==> src/rtl/ymn_pkg.sv <==
// Shared constants and configuration checks for the YM-style timing front-ends.
package ymn_pkg;

  // OPLL timing: 4 chip clocks per internal cycle, 18 slots per sample.
  localparam int OPLL_PRESCALE = 4;
  localparam int OPLL_SLOTS    = 18;
  localparam int OPLL_SLOT_W   = 5;

  // OPN timing: 6 chip clocks per internal cycle, 24 slots per sample.
  localparam int OPN_PRESCALE  = 6;
  localparam int OPN_SLOTS     = 24;
  localparam int OPN_SLOT_W    = 5;

  // Every slot index 0..slots-1 must be representable in slot_w bits.
  function automatic bit slots_fit(input int slots, input int slot_w);
    return (slots >= 1) && (slots <= (1 << slot_w));
  endfunction

  // The two phases sit half a period apart, so the prescale must be even.
  function automatic bit prescale_ok(input int prescale);
    return (prescale >= 2) && ((prescale % 2) == 0);
  endfunction

endpackage

==> src/rtl/ymn_rst_sync.sv <==
// Two-flop release synchroniser: asserts asynchronously, releases on clk.
module ymn_rst_sync (
  input  logic clk,
  input  logic rst,
  output logic arm,
  output logic run
);

  logic [1:0] chain;

  // Shift ones in after reset; run goes high on the 2nd edge after release.
  always_ff @(posedge clk or posedge rst) begin
    if (rst) chain <= '0;
    else     chain <= {chain[0], 1'b1};
  end

  // arm high means run will rise on the coming edge.
  assign arm = chain[0];
  assign run = chain[1];

endmodule

==> src/rtl/ymn_phase_gen.sv <==
// Timing front-end: c1/c2 phase strobes, slot counter, sample sync, stretched ic.
module ymn_phase_gen
  import ymn_pkg::*;
#(
  parameter int PRESCALE = OPLL_PRESCALE,
  parameter int SLOTS    = OPLL_SLOTS,
  parameter int SLOT_W   = OPLL_SLOT_W,
  parameter int IC_HOLD  = 2
) (
  input  logic              MCLK,
  input  logic              RESET,
  input  logic              ce,
  output logic              c1,
  output logic              c2,
  output logic [SLOT_W-1:0] slot,
  output logic              sync,
  output logic              ic
);

  localparam int PW = (PRESCALE > 2) ? $clog2(PRESCALE) : 1;
  localparam int FW = $clog2(IC_HOLD + 2);

  localparam logic [PW-1:0]     P_LAST = PW'(PRESCALE - 1);
  localparam logic [PW-1:0]     P_HALF = PW'(PRESCALE / 2);
  localparam logic [SLOT_W-1:0] S_LAST = SLOT_W'(SLOTS - 1);
  localparam logic [FW-1:0]     F_LAST = FW'(IC_HOLD - 1);

  generate
    if (!slots_fit(SLOTS, SLOT_W) || !prescale_ok(PRESCALE)) begin : g_bad_cfg
      $error("ymn_phase_gen: bad PRESCALE/SLOTS/SLOT_W combination");
    end
  endgenerate

  logic          arm;
  logic          run;
  logic          tick;
  logic          ph1;
  logic          ph2;
  logic          wrap;
  logic [PW-1:0] pcnt;
  logic [FW-1:0] fcnt;

  ymn_rst_sync u_rst_sync (
    .clk (MCLK),
    .rst (RESET),
    .arm (arm),
    .run (run)
  );

  // ce only counts once the release synchroniser has let the core run.
  assign tick = ce & run;
  assign ph1  = tick && (pcnt == '0);
  assign ph2  = tick && (pcnt == P_HALF);
  assign wrap = ph2 && (slot == S_LAST);

  // Prescaler: position of the current ce tick within one internal cycle.
  always_ff @(posedge MCLK or posedge RESET) begin
    if (RESET)     pcnt <= '0;
    else if (tick) pcnt <= (pcnt == P_LAST) ? '0 : pcnt + 1'b1;
  end

  // Registered strobes: each is high only for the MCLK after its ce tick.
  always_ff @(posedge MCLK or posedge RESET) begin
    if (RESET) begin
      c1   <= 1'b0;
      c2   <= 1'b0;
      sync <= 1'b0;
    end else begin
      c1   <= ph1;
      c2   <= ph2;
      sync <= wrap;
    end
  end

  // Slot advances with c2 so the new index is visible alongside the strobe.
  always_ff @(posedge MCLK or posedge RESET) begin
    if (RESET)    slot <= '0;
    else if (ph2) slot <= wrap ? '0 : slot + 1'b1;
  end

  // ic holds for IC_HOLD whole frames, dropping on the closing sync edge.
  always_ff @(posedge MCLK or posedge RESET) begin
    if (RESET) begin
      ic   <= 1'b1;
      fcnt <= '0;
    end else if (IC_HOLD == 0) begin
      if (arm) ic <= 1'b0;
    end else if (wrap && ic) begin
      fcnt <= fcnt + 1'b1;
      if (fcnt == F_LAST) ic <= 1'b0;
    end
  end

endmodule

==> config.mk <==
export PLATFORM = sky130hd
export DESIGN_NAME = ymn_phase_gen
export DESIGN_NICKNAME = d
export VERILOG_FILES = /design/src/rtl/ymn_pkg.sv /design/src/rtl/ymn_rst_sync.sv /design/src/rtl/ymn_phase_gen.sv
export SDC_FILE = /design/constraint.sdc
export NUM_CORES = 1
export LEC_CHECK = 0
export ABC_AREA = 1
export BUFFER_PORTS_ARGS = -buffer_cell sky130_fd_sc_hd__buf_2
export CAP_MARGIN = 20
export CORE_UTILIZATION = 40
export DETAILED_ROUTE_END_ITERATION = 8
export HOLD_SLACK_MARGIN = 0.08
export PLACE_DENSITY = 0.71
export SYNTH_ARGS = -nofsm -noshare
export SYNTH_HDL_FRONTEND = slang
export SYNTH_SLANG_ARGS = --single-unit
export TNS_END_PERCENT = 30
==> constraint.sdc <==
create_clock -name MCLK -period 1.6 [get_ports MCLK]
set_clock_uncertainty 0.15 [all_clocks]
set_input_delay 0.16 -clock MCLK [delete_from_list [all_inputs] [get_ports MCLK]]
set_output_delay 0.16 -clock MCLK [all_outputs]
set_load 0.1 [all_outputs]
==> out/metrics.cfg <==
[grt]
grt_overflow = 0
grt_pass1_wl_microns = 2080
grt_max_degree = 16
antenna_found_initial = 0
grt.total_usage_pct = 14.4
grt_pass1_vias = 496

[placement]
place_congestion = 0.727
io_buffers = 11
hpwl_microns = 902
placedCellCount = 115

[setup_path]
crit_arrival_ns = 1.51
worstPathMaxFanout = 10
cp_common_cell = nand2_1
crit_chain = inv_1, ha_2, inv_2, nor2_8, nand3_1, nand2_1, nand2_1
crit_slowest_cell = dfrtp_1
critPathMaxStageDelay_ns = 0.41
cp_data_required_time_ns = 1.63
end_kind = flop
cpLargestDelayFamily = flip-flops
startpoint_type = flop
cp_num_buf_inv = 2
path_class = reg -> reg

[synth]
synth_simple_gate_area_share_pct = 27.6
synth_cells = 79
synth_top_family_by_area = simple AND/OR/NAND/NOR gates
synth_area_sq_um = 758
synthFlopType = dfrtp_1
synth-xor-area-share_pct = 0
synth_compound_area_share_pct = 3.30
synth_seq_area_share_pct = 49.7
async_reset_ff_share_pct = 100
synth_fa_ha_area_share_pct = 9.90
yosysWarnings = 0
synth_seq_cells = 15
yosys.cell_types.count = 23
syn_area_per_cell_sq_um = 9.60
synth_mux_area_share_pct = 1.32
synth_edf_count = 0
synth_nets = 88

[clocking]
cts_sinks = 15
clockRootBuffer = clkbuf_4
h-tree-depth = 1
clock_tree.buffer_depth = 2
cts_tree = done
cts_buffers = 3
postCtsSetupBuffers = 0
clk_pin_slew_worst_paths_ns = 0.10
clock_latency_ns = 0.28

[sta]
slew_viol_final = 0
fin_crit_sh_pct = 91.9
tightest_slew_ns = 0.557
setup_tns_ns = 0
rsz0062_at_grt = false
hold_viol = 0
finalCriticalPeriod_ns = 1.47
setup_viol = 0
fmax_mhz = 680
max_slew_margin_pct = 62.8

[die]
core_area_sq_um = 1750
rows = 15
boundaryPins = 12
die_h_microns = 45.5
start_util_pct = 43.4
fp.dieW_microns = 45.5
dieArea_sq_um = 2070

[finish]
diodes = 0
nFillCells = 160
layout_commonest_cell = nand2_1
final_cell_mix = nand2_1 (14), inv_1 (12), buf_2 (10)
drive_above_1_share_pct = 35.4
nNetsFinal = 106
syn_to_final_growth_pct = 21.8
fin_cells = 121

[pwr]
p_per_area_nw_per_um2 = 1710
ir_drop_mv = 1.13
p_leak_nw = 0.480

[flow_run]
drv_cap = 0

[drt]
viasPerCell = 4.32
drtPass1Iterations = 3
finalWirelength_microns = 1260
wl_per_cell_microns = 10.4
drt-initial-drc-count = 8
vias = 523
drc_errors = 0
antenna_left = 0

[hold_path]
hold_path_class = reg -> reg

[outcome]
status = finished clean

[flip-flops by register name (all words and copies together), names as in the netlist]
signal            count
ic                    1
fcnt                  2
u_rst_sync.chain      2
c2                    1
slot                  5
sync                  1
c1                    1
pcnt                  2
[Yosys cell counts (2+ instances only)]
cell | instances | share of area, %
o21ai_0 | 2 | 1.3
ha_1 | 6 | 9.9
nor2_1 | 6 | 3.0
nand3_1 | 3 | 2.0
inv_1 | 12 | 5.9
nand2_4 | 2 | 3.0
dfrtp_1 | 14 | 46
nand2_2 | 3 | 2.5
nand4_1 | 4 | 3.3
nand2_1 | 14 | 6.9
[cells by family (layout without fill, tap and decap cells)]
logic type / after synthesis / in the layout
AO/OA/AOI/OAI: 4 / 4
adder cells (fa/ha/maj): 6 / 6
buffers and inverters: 15 / 32
flip-flops: 15 / 15
multiplexers: 1 / 1
other: 1 / 1
AND/OR/NAND/NOR: 37 / 37
[cell type report]
| class | count | area, sq um | share of cell area, % |
|---|---|---|---|
| Clock buffer | 3 | 22.5 | 2.44 |
| Clock inverter | 1 | 7.51 | 0.813 |
| Inverter | 15 | 58.8 | 6.37 |
| Multi-Input combinational cell | 49 | 325 | 35.2 |
| Sequential cell | 15 | 388 | 42.0 |
| Tap cell | 25 | 31.3 | 3.39 |
| Timing Repair Buffer | 13 | 90.1 | 9.76 |
[worst paths after layout]
| kind | slack [ns] | end | startpoint | cells after the start |
|---|---|---|---|---|
| max | 0.13 | fcnt[0] | pcnt[0] | 7 |
| min reg2reg | 0.21 | u_rst_sync.chain[1] | u_rst_sync.chain[0] | 0 |
| min | 0.21 | u_rst_sync.chain[1] | u_rst_sync.chain[0] | 0 |
| max reg2reg | 0.13 | fcnt[0] | pcnt[0] | 7 |
| max in group asynchronous | 0.57 | slot[1] | RESET | 3 |
| min in group asynchronous | 0.31 | u_rst_sync.chain[0] | RESET | 3 |
[worst register-to-register path, delay by kind of cell, from the launching register on]
kind | cells | cell delay [ns]
flops | 1 | 0.41
simple gates | 4 | 0.41
buf+inv | 2 | 0.18
fa+ha+maj | 1 | 0.23
[through the flow]
stage | utilization, % | instance area (sq um) | hold slack (ns) | total power (W) | setup WS [ns]
floorplan | - | 769 | -0.0894 | 0.00123 | 0.0308
global placement | 49.9 | 871 | 0.0855 | 0.00134 | 0.160
detailed placement | 49.9 | 871 | 0.0906 | 0.00136 | 0.0800
CTS | 52.8 | 921 | 0.209 | 0.00159 | 0.0766
global route | 52.9 | 923 | 0.216 | 0.00167 | 0.0151
finish | 52.9 | 923 | 0.208 | 0.00158 | 0.129
[what timing repair did]
item,in CTS,in global routing
setup endpoints to repair,0,3
endpoints found under the hold margin,16,0
resized for setup,0,1
hold buffers,2,0
[where the power goes]
group | total [W] | switching, W | internal (W) | leakage [nW]
clock | 0.000225 | 0.000130 | 0.0000948 | 0.0139
combinational | 0.000786 | 0.000628 | 0.000158 | 0.281
sequential | 0.000573 | 0.0000926 | 0.000481 | 0.185
[routing by layer]
layer	up-vias	global-route usage (%)	routed length [microns]
met5	-	0	0
met4	0	7.27	12
met3	2	2.38	24
met2	4	22.9	613
met1	238	18.7	607
li1	279	-	-
No activity file was read; power rests on OpenSTA's default activity.
